<file path="config.mk">
export PLATFORM = sky130hd
export DESIGN_NAME = tele_call_ctrl
export DESIGN_NICKNAME = d
export VERILOG_FILES = /design/src/rtl/tele_call_ctrl.sv
export SDC_FILE = /design/constraint.sdc
export NUM_CORES = 1
export LEC_CHECK = 0
export CAP_MARGIN = 20
export CORE_MARGIN = 2
export CORE_UTILIZATION = 50
export DETAILED_ROUTE_END_ITERATION = 7
export GPL_TIMING_DRIVEN = 1
export PLACE_DENSITY = 0.8
export SLEW_MARGIN = 20
export SYNTH_ARGS = -nofsm -noshare
export SYNTH_HDL_FRONTEND = slang
export SYNTH_SLANG_ARGS = --single-unit
</file>
<file path="constraint.sdc">
create_clock -name clk -period 5.9 [get_ports clk]
set_input_delay 1.77 -clock clk [delete_from_list [all_inputs] [get_ports clk]]
set_output_delay 1.77 -clock clk [all_outputs]
set_load 0.02 [all_outputs]
</file>
<file path="src/rtl/tele_call_ctrl.sv">
// tele_call_ctrl: single-line telephone call controller.
// Tracks one call through dialling (with automatic redial), talking,
// hold/resume and the two timeout states. All timers are internal.
// Every output is decoded from registered state and counters, so no
// input reaches an output combinationally.
//
// Input semantics: all request inputs are level-sampled on the rising
// edge and are only acted on in the states that listen to them; there
// is no valid/ready handshake, and a request held high in a state that
// ignores it has no effect and is not queued.

module tele_call_ctrl #(
  parameter int DIAL_LIMIT = 5,
  parameter int MAX_RETRY  = 2,
  parameter int CALL_LIMIT = 250,
  parameter int HOLD_LIMIT = 50,
  parameter int CNT_W      = 8,
  parameter int TOT_W      = 16,
  localparam int RTY_W     = (MAX_RETRY < 1) ? 1 : $clog2(MAX_RETRY + 1)
) (
  input  logic             clk,
  input  logic             reset,
  input  logic             valid_cntct,
  input  logic             dial,
  input  logic             pickup_call,
  input  logic             cancel,
  input  logic             end_call,
  input  logic             hold_req,
  input  logic             resume_req,
  output logic [2:0]       state,
  output logic             dial_timeout,
  output logic             in_call,
  output logic             on_hold,
  output logic             call_timeout,
  output logic             call_done,
  output logic [1:0]       end_cause,
  output logic [RTY_W-1:0] retry_cnt,
  output logic [CNT_W-1:0] call_time,
  output logic [TOT_W-1:0] calls_completed
);

  // Counter widths for the internal dial and hold timers.
  localparam int DCNT_W = (DIAL_LIMIT <= 2) ? 1 : $clog2(DIAL_LIMIT);
  localparam int HCNT_W = (HOLD_LIMIT <= 2) ? 1 : $clog2(HOLD_LIMIT);

  // State encodings (visible on the state output).
  localparam logic [2:0] S_IDLE         = 3'd0;
  localparam logic [2:0] S_DIAL         = 3'd1;
  localparam logic [2:0] S_DIAL_TIMEOUT = 3'd2;
  localparam logic [2:0] S_IN_CALL      = 3'd3;
  localparam logic [2:0] S_END_CALL     = 3'd4;
  localparam logic [2:0] S_CALL_TIMEOUT = 3'd5;
  localparam logic [2:0] S_HOLD         = 3'd6;

  // End-cause codes.
  localparam logic [1:0] CAUSE_NONE  = 2'd0;
  localparam logic [1:0] CAUSE_LOCAL = 2'd1;
  localparam logic [1:0] CAUSE_HOLD  = 2'd2;

  // Terminal counts, pre-sized to the counters they are compared with.
  localparam logic [DCNT_W-1:0] DIAL_LAST = DCNT_W'(DIAL_LIMIT - 1);
  localparam logic [HCNT_W-1:0] HOLD_LAST = HCNT_W'(HOLD_LIMIT - 1);
  localparam logic [CNT_W-1:0]  CALL_LAST = CNT_W'(CALL_LIMIT - 1);
  localparam logic [RTY_W-1:0]  RETRY_MAX = RTY_W'(MAX_RETRY);

  logic [2:0]        state_q,           state_d;
  logic [DCNT_W-1:0] dial_cnt_q,        dial_cnt_d;
  logic [RTY_W-1:0]  retry_cnt_q,       retry_cnt_d;
  logic [CNT_W-1:0]  call_time_q,       call_time_d;
  logic [HCNT_W-1:0] hold_cnt_q,        hold_cnt_d;
  logic [1:0]        end_cause_q,       end_cause_d;
  logic [TOT_W-1:0]  calls_completed_q, calls_completed_d;

  // Next-state and counter update: transitions in priority order per state.
  always_comb begin
    state_d           = state_q;
    dial_cnt_d        = dial_cnt_q;
    retry_cnt_d       = retry_cnt_q;
    call_time_d       = call_time_q;
    hold_cnt_d        = hold_cnt_q;
    end_cause_d       = CAUSE_NONE;
    calls_completed_d = calls_completed_q;

    case (state_q)
      S_IDLE: begin
        if (dial && valid_cntct) begin
          state_d     = S_DIAL;
          dial_cnt_d  = '0;
          retry_cnt_d = '0;
          call_time_d = '0;
        end
      end

      S_DIAL: begin
        if (cancel) begin
          state_d = S_IDLE;
        end else if (pickup_call) begin
          state_d     = S_IN_CALL;
          call_time_d = '0;
        end else if (dial_cnt_q == DIAL_LAST) begin
          // Attempt expired: redial while retries remain, else give up.
          if (retry_cnt_q < RETRY_MAX) begin
            dial_cnt_d  = '0;
            retry_cnt_d = retry_cnt_q + 1'b1;
          end else begin
            state_d = S_DIAL_TIMEOUT;
          end
        end else begin
          dial_cnt_d = dial_cnt_q + 1'b1;
        end
      end

      S_DIAL_TIMEOUT: begin
        if (cancel) state_d = S_IDLE;
      end

      S_IN_CALL: begin
        // Talk time advances on every IN_CALL edge, including the exit edge,
        // so a timeout leaves call_time at exactly CALL_LIMIT.
        call_time_d = call_time_q + 1'b1;
        if (end_call) begin
          state_d     = S_END_CALL;
          end_cause_d = CAUSE_LOCAL;
        end else if (hold_req) begin
          state_d    = S_HOLD;
          hold_cnt_d = '0;
        end else if (call_time_q == CALL_LAST) begin
          state_d = S_CALL_TIMEOUT;
        end
      end

      S_HOLD: begin
        // call_time is frozen while held; only the hold timer runs.
        hold_cnt_d = hold_cnt_q + 1'b1;
        if (end_call) begin
          state_d     = S_END_CALL;
          end_cause_d = CAUSE_LOCAL;
        end else if (resume_req) begin
          state_d = S_IN_CALL;
        end else if (hold_cnt_q == HOLD_LAST) begin
          state_d     = S_END_CALL;
          end_cause_d = CAUSE_HOLD;
        end
      end

      S_END_CALL: begin
        state_d = S_IDLE;
        if (calls_completed_q != '1) calls_completed_d = calls_completed_q + 1'b1;
      end

      S_CALL_TIMEOUT: begin
        if (cancel) state_d = S_IDLE;
      end

      default: begin
        // Illegal encoding: recover to IDLE with every counter cleared.
        state_d           = S_IDLE;
        dial_cnt_d        = '0;
        hold_cnt_d        = '0;
        calls_completed_d = '0;
      end
    endcase

    // Per-call counters always read zero while idle.
    if (state_d == S_IDLE) begin
      retry_cnt_d = '0;
      call_time_d = '0;
    end
  end

  // State and counter registers with synchronous reset.
  always_ff @(posedge clk) begin
    if (reset) begin
      state_q           <= S_IDLE;
      dial_cnt_q        <= '0;
      retry_cnt_q       <= '0;
      call_time_q       <= '0;
      hold_cnt_q        <= '0;
      end_cause_q       <= CAUSE_NONE;
      calls_completed_q <= '0;
    end else begin
      state_q           <= state_d;
      dial_cnt_q        <= dial_cnt_d;
      retry_cnt_q       <= retry_cnt_d;
      call_time_q       <= call_time_d;
      hold_cnt_q        <= hold_cnt_d;
      end_cause_q       <= end_cause_d;
      calls_completed_q <= calls_completed_d;
    end
  end

  // Moore output decode from registered state and counters.
  always_comb begin
    state           = state_q;
    dial_timeout    = (state_q == S_DIAL_TIMEOUT);
    in_call         = (state_q == S_IN_CALL);
    on_hold         = (state_q == S_HOLD);
    call_timeout    = (state_q == S_CALL_TIMEOUT);
    call_done       = (state_q == S_END_CALL);
    end_cause       = end_cause_q;
    retry_cnt       = retry_cnt_q;
    call_time       = call_time_q;
    calls_completed = calls_completed_q;
  end

endmodule

</file>
## Word-level counts from Yosys, hierarchy flattened

Cells that the tools add are included.

| storage, ports and cells | value |
|---|---|
| input port bits | 9 |
| register bits after elaboration | 40 |

| operators by class | value |
|---|---|
| muxes and demuxes | 39 |
| reductions and logical operators | 15 |
| magnitude comparators | 1 |
| bitwise operators | 3 |
| add/sub/neg operators | 5 |
| equal/unequal tests | 20 |

Operator list:

| kind | number |
|---|---|
| 2-to-1 mux 3 bit | 17 |
| one-hot mux 16 bit (2 select lines) | 1 |
| 2-to-1 mux 8 bit | 3 |
| one-hot mux 8 bit (3 select lines) | 1 |
| one-hot mux 6 bit (3 select lines) | 1 |
| adder 16 x 1 -> 16 bit (second input constant) | 1 |
| 2-to-1 mux 16 bit | 1 |
| 2-to-1 mux 2 bit | 8 |
| != test 16 bit (second input constant) | 1 |
| != test 2 bit (second input constant) | 8 |
| one-hot mux 3 bit (5 select lines) | 1 |
| equality test 3 bit (second input constant) | 4 |
| 2-to-1 mux 6 bit | 2 |
| OR reduction 5 bit | 2 |
| one-hot mux 3 bit (3 select lines) | 1 |
| adder 8 x 1 -> 8 bit (second input constant) | 1 |
| equality test 8 bit (second input constant) | 1 |
| one-hot mux 2 bit (2 select lines) | 2 |
| adder 6 x 1 -> 6 bit (second input constant) | 1 |
| equality test 3 x 2 -> 1 bit (second input constant) | 2 |
| equality test 6 bit (second input constant) | 1 |
| logical NOT 3 bit | 2 |
| AND reduction 6 bit | 1 |
| OR reduction 6 bit | 1 |
| 16 further kinds | 19 |

## Logic depth before layout (Yosys ltp)

Gate-level depths: netlist of the first run.

| depth | value |
|---|---|
| depth in word-level cells | 8 |
| mapped depth | 7 |
| mapped depth without buffers | 7 |

## Worst setup path after synthesis of the first run

Ideal clock, no wire load.

| timing path | value |
|---|---|
| kind | input to register |
| from | in resume_req |
| to | reg call_time_q[2] (netlist: call_time[2]) |
| stages | 5 |
| data required time | 5.758 ns |
| path buffers | 0 |
| slack | 2.728 ns |
| data arrival time | 3.029 ns |
| cells stage by stage | nand4b_1 or3_1 a22o_1 a211oi_2 a211oi_1 |

| on the way | value |
|---|---|
| longest elaborated chain between the ends | 5 |

RTL lines:

| item | line | text |
|---|---|---|
| from (decl) | 29 | `input logic resume_req,` |
| 2-to-1 mux 3 bit | 138 | `end else if (resume_req) begin` |
| 2-to-1 mux 3 bit | 135 | `if (end_call) begin` |
| one-hot mux 3 bit (5 select lines) | 84 | `case (state_q)` |
| logical NOT 3 bit | 165 | `if (state_d == S_IDLE) begin` |
| OR reduction 2 bit (no line) | -- |  |
| to (signal assigned) | 185 | `call_time_q <= call_time_d;` |
| to (decl) | 69 | `logic [CNT_W-1:0] call_time_q, call_time_d;` |

Every way passes these cells.
A chain may end at the register's enable or synchronous reset.

## Final worst setup path of the first run

| timing path | value |
|---|---|
| from | reg state_q[2] (netlist: state[2]) |
| to | out on_hold |

| on the way | value |
|---|---|
| longest elaborated chain between the ends | 1 |

RTL lines:

| item | line | text |
|---|---|---|
| from (decl) | 66 | `logic [2:0] state_q, state_d;` |
| from (signal assigned) | 182 | `state_q <= state_d;` |
| equality test 3 bit | 197 | `on_hold = (state_q == S_HOLD);` |
| to (decl) | 33 | `output logic on_hold,` |

Every way passes these cells.

==> metrics, run 1 <==
Slowest-stage cell, CP dfxtp_1; clock root cell clkbuf_8; port buffer count 44; share of cells above drive strength 1 0.0597; TritonCTS buffer count 5; PostCTS Resize Cnt 0; io pins 45; cts hold-fix bufs 0; Chip Width 72.5 µm; per-cell routed wire length 14.3 µm; setup TNS 0 ns; Compound-Gate Fraction of Synth Area 0.219; number of synthesized flops with an enable pin 0; RSZ-0062 raised after global routing no; Least-Margin Pin Slew 0.786 ns; most frequent cells in the layout clkdlybuf4s50_1 (44), dfxtp_1 (40), nor2_1 (24); ys async rst share 0; number of warnings issued by yosys 0; min Tclk post-route 4.24 ns; std cell rows 24; Avg Inst Size Synth 8.47 µm²; Initial DRC Count 180; CP Class flop to output pin; vias in the first global route 1,912; period utilization 0.719; Final Skew 0.00606 ns; FILL cells 381; reg2reg setup slack 3.37 ns; normalized max-slew margin 0.476; via count 2,186; adder-cell share of the synthesized area 0.0373; Die ar. 5260 µm²; Max IR drop VDD 0.137 mV; post-synthesis sequential area ratio 0.341; Worst EP required 4.13 ns; register bit count reported by yosys 40; startpoint types flop; H-tree Lvls 2; Cell Pwr Density 171 nW/µm²; register area 801 µm²; Syn Nets 293; Multi-input gate area 1440 µm²; final wirelength 5290 µm; largest family of logic cells by synthesized area simple AND/OR/NAND/NOR gates; post-synth cell types 56; most common flop cell mapped by yosys dfxtp_1; Post-CTS Setup Inserts 0; drt pass-1 iters 4; Tot GR Track Use 0.208; Area Overhead vs Synth 22.9%; Placeable Area 4440 µm²; initial antenna violation count 0; first-pass GRT wire length 8850 µm; final core area utilization 0.649; crit-path cells inv_1 > or2_2 > inv_1 > clkdlybuf4s50_1; post-route ant nets 0; Clock Latency Late Sink 0.28 ns; CP max FO 26; Largest stage delay, worst path 0.84 ns; Synth Instances 277; Max Cap Viol 0; Hold Path Class flop to flop; Detailed Place HPWL 3820 µm; Arr. time, crit path 2.47 ns; CTS tree yes; Setup-failing EPs final 0; XOR/XNOR share of the synthesized area 0.0672; Residual DRC 0; number of clock sinks 40; Max Clock Freq 236 MHz; final count of hold timing violations 0; fin. max-slew vios 0; largest net degree at the start of global routing 27; RD Place Congestion 0.818; Clock Pin Slew Worst Setup and Hold Paths 0.07 ns; Leak 0.974 nW; final hold slack 0.474 ns; post-synthesis mux area share 0.0171; global route overflow 0; Non-Filler Instances 370; Initial Util 0.528; Mapped Area 2350 µm²; post-DR vias/cell 5.91; placed cells 362; Synth Area in Simple Gates 0.271; Chip Height 72.5 µm; Worst path most repeated cell inv_1; status completed; CP Capture Type output pin; commonest non-fill, non-tap cell in the layout clkdlybuf4s50_1; fin nets 333; number of antenna diodes 0; CTS Buffer Depth 2; power consumption 0.000493 W
logic make-up (layout without fill, tap and decap cells):
family                   count (synthesis)  after routing
buffers and inverters                   25             66
XOR/XNOR                                18             18
multiplexers                             4              4
AO/OA/AOI/OAI                           74             74
AND/OR/NAND/NOR                        109            109
flip-flops                              40             40
adder cells (fa/ha/maj)                  7              7
flip-flops by register name, summed over array words and instances, names as in the netlist:
signal / count
calls_completed: 16
end_cause: 2
call_time: 8
hold_cnt_q: 6
dial_cnt_q: 3
state: 3
retry_cnt: 2
layout make-up:
class,instances,area share
clock buffer,8,0.0312
inverter,14,0.0182
multi-input combinational,212,0.498
sequential,40,0.278
tap,52,0.0226
timing repair buffer,44,0.153
stage by stage:
stage / setup slack (ns) / instance area (µm²)
2_1_floorplan: 2.73 / 2350
3_3_place_gp: 2.06 / 2790
3_5_place_dp: 2.03 / 2790
4_1_cts: 1.70 / 2880
5_1_grt: 1.52 / 2880
6_report: 1.66 / 2880
power by group:
group	switching [W]	internal [W]
logic	0.0000197	0.0000153
clock network	0.0000891	0.0000954
registers	0.00000326	0.000271
total	0.000112	0.000381
worst max-delay path: cells and delay by family, from the launching register on:
| kind | cells | cell delay [ns] |
|---|---|---|
| buffers and inverters | 3 | 0.94 |
| and+or+nand+nor | 1 | 0.41 |
| DFF | 1 | 0.84 |
per-layer routing:
metal / vias to the layer above / GRT usage / wire, µm
met5: - / 0 / 0
met4: 0 / 0.0494 / 16
met3: 2 / 0.0431 / 311
met2: 60 / 0.332 / 2430
met1: 1018 / 0.291 / 2530
li1: 1106 / - / -
path summary, 6_finish.rpt:
check                                    from  cells after the start             to
worst max-delay path                 state[2]                      4        on_hold
worst min-delay path            dial_cnt_q[1]                      2  dial_cnt_q[1]
worst max register to register       state[2]                      6   call_time[2]
worst min register to register  dial_cnt_q[1]                      2  dial_cnt_q[1]
Yosys cell counts (all sizes together) (3+ instances only):
library cell / n / area share
nand2b: 12 / 0.035
inv: 14 / 0.022
nand3b: 3 / 0.0096
and3: 5 / 0.013
nand2: 16 / 0.026
nor2: 25 / 0.041
clkbuf: 5 / 0.0080
dfxtp: 40 / 0.34
a31oi: 4 / 0.011
o21ai: 11 / 0.023
xnor2: 13 / 0.049
or2: 4 / 0.011
nand4: 9 / 0.024
buf: 6 / 0.017
a2111oi: 7 / 0.026
or3: 4 / 0.011
ha: 7 / 0.037
a21o: 4 / 0.013
a21oi: 18 / 0.038
nand3: 8 / 0.017
xor2: 5 / 0.019
a31o: 3 / 0.011
mux2i: 4 / 0.017
a211oi: 12 / 0.041
nor4: 4 / 0.020
nor2b: 3 / 0.0080
Note: power is estimated with default switching activity, not from simulation.
==> run 2, diff against run 1 <==
--- a/config.mk
+++ b/config.mk
@@ -7,10 +7,10 @@
 export LEC_CHECK = 0
 export CAP_MARGIN = 20
 export CORE_MARGIN = 2
-export CORE_UTILIZATION = 50
+export CORE_UTILIZATION = 47
 export DETAILED_ROUTE_END_ITERATION = 7
 export GPL_TIMING_DRIVEN = 1
-export PLACE_DENSITY = 0.8
+export PLACE_DENSITY = 0.79
 export SLEW_MARGIN = 20
 export SYNTH_ARGS = -nofsm -noshare
 export SYNTH_HDL_FRONTEND = slang
==> constraint.sdc (replaced) <==
create_clock -name clk -period 3.5 [get_ports clk]
set_input_delay 1.05 -clock clk [delete_from_list [all_inputs] [get_ports clk]]
set_output_delay 1.05 -clock clk [all_outputs]
set_load 0.02 [all_outputs]
==> metrics, run 2 (same netlist as run 1, synthesis figures left out) <==
global route overflow 0 (unchanged); commonest non-fill, non-tap cell in the layout clkdlybuf4s50_1 (unchanged); Detailed Place HPWL 3980 µm (was 3820 µm); fin nets 338 (was 333); share of cells above drive strength 1 0.0805 (was 0.0597); startpoint types flop (unchanged); std cell rows 25 (was 24); most frequent cells in the layout clkdlybuf4s50_1 (44), dfxtp_1 (40), nor2_1 (24) (unchanged); initial antenna violation count 0 (unchanged); Chip Width 74.7 µm (was 72.5 µm); Arr. time, crit path 1.98 ns (was 2.47 ns); Area Overhead vs Synth 26.2% (was 22.9%); PostCTS Resize Cnt 0 (unchanged); Tot GR Track Use 0.205 (was 0.208); normalized max-slew margin 0.564 (was 0.476); final count of hold timing violations 0 (unchanged); Worst EP required 2.45 ns (was 4.13 ns); CP max FO 7 (was 26); CTS Buffer Depth 2 (unchanged); final wirelength 5470 µm (was 5290 µm); Placed Area 2850 µm² (was 2790 µm²); min Tclk post-route 3.03 ns; Max IR drop VDD 0.244 mV (was 0.137 mV); via count 2,230 (was 2,186); Hold Path Class flop to flop (unchanged); Max Cap Viol 0 (unchanged); number of clock sinks 40 (unchanged); Chip Height 74.7 µm (was 72.5 µm); Largest register FFs 16 (unchanged); Die ar. 5570 µm² (was 5260 µm²); CP Class flop to output pin (unchanged); Setup-failing EPs final 0 (unchanged); clock root cell clkbuf_8 (unchanged); period utilization 0.865; Least-Margin Pin Slew 0.649 ns (was 0.786 ns); Cell Pwr Density 304 nW/µm² (was 171 nW/µm²); fin. max-slew vios 0 (unchanged); per-cell routed wire length 14.0 µm (was 14.3 µm); final instance area 2960 µm² (was 2880 µm²); H-tree Lvls 2 (unchanged); largest net degree at the start of global routing 26 (was 27); TritonCTS buffer count 5 (unchanged); RSZ-0062 raised after global routing no (unchanged); Final Skew 0.00727 ns (was 0.00606 ns); reg2reg setup slack 1.27 ns (was 3.37 ns); cts hold-fix bufs 0 (unchanged); Clock Pin Slew Worst Setup and Hold Paths 0.08 ns (was 0.07 ns); Clock Latency Late Sink 0.29 ns (was 0.28 ns); RD Place Congestion 0.839 (was 0.818); Residual DRC 0 (unchanged); status completed (unchanged); io pins 45 (unchanged); post-route ant nets 0 (unchanged); Post-CTS Setup Inserts 0 (unchanged); Initial DRC Count 154 (was 180); Initial Util 0.493 (was 0.528); drt pass-1 iters 4 (unchanged); first-pass GRT wire length 9000 µm (was 8850 µm); number of antenna diodes 0 (unchanged); vias in the first global route 2,013 (was 1,912); Max Clock Freq 330 MHz; post-DR vias/cell 5.72 (was 5.91); CTS tree yes (unchanged); Leak 1.01 nW (was 0.974 nW); FILL cells 412 (was 381); CP Capture Type output pin (unchanged); port buffer count 44 (unchanged); Placeable Area 4750 µm² (was 4440 µm²); setup TNS 0 ns (unchanged)
[run 2: path summary, 6_finish.rpt]
| kind | from | endpoint | depth (start not counted) |
|---|---|---|---|
| worst max-delay path | state[1] | on_hold | 4 |
| worst min-delay path | dial_cnt_q[1] | dial_cnt_q[1] | 2 |
| worst max register to register | state[0] | call_time[2] | 7 |
| worst min register to register | dial_cnt_q[1] | dial_cnt_q[1] | 2 |
[run 2: through the flow]
step / utilization / std cells / worst slack [ns] / hold slack (ns) / power, W
after global placement: 0.599 / 382 / 0.477 / 0.462 / 0.000534
after CTS: 0.623 / 390 / 0.472 / 0.484 / 0.000906
after detailed placement: 0.599 / 382 / 0.400 / 0.473 / 0.000534
after global routing: 0.623 / 390 / 0.395 / 0.506 / 0.000931
after floorplan: - / 277 / 1.05 / 0.449 / 0.000509
final: 0.623 / 390 / 0.474 / 0.481 / 0.000900
[run 2: metal layers]
layer,GRT usage,wire [µm]
met2,0.330,2540
met4,0.0556,40
met1,0.276,2630
met5,0,0
met3,0.0509,259
[run 2: layout make-up]
class	count	area [µm²]	share of cell area
multi-input combinational	212	1440	0.485
sequential	40	801	0.270
timing repair buffer	49	478	0.161
tap	67	83.8	0.0283
clock buffer	5	68.8	0.0232
inverter	14	52.6	0.0177
clock inverter	3	42.5	0.0144
[run 2: critical path, cell delays in order, from the launching register on]
cell and delay [ns]:
dfxtp_1 0.45, nand2b_1 0.18, or2_2 0.36, inv_1 0.09, clkdlybuf4s50_1 0.60
[run 2: where the power goes]
group | leakage, nW | internal (W) | switching [W] | total [W]
combinational | 0.631 | 0.0000286 | 0.0000391 | 0.0000676
sequential | 0.322 | 0.000456 | 0.00000112 | 0.000457
clock | 0.0541 | 0.000211 | 0.000164 | 0.000375
==> run 3, diff against run 2 <==
--- a/config.mk
+++ b/config.mk
@@ -8,6 +8,7 @@
 export CAP_MARGIN = 20
 export CORE_MARGIN = 2
 export CORE_UTILIZATION = 47
+export CTS_CLUSTER_SIZE = 40
 export DETAILED_ROUTE_END_ITERATION = 7
 export GPL_TIMING_DRIVEN = 1
 export PLACE_DENSITY = 0.79
==> results of run 3 <==
The final DEF is identical to that of run 2; final timing and power are the same.
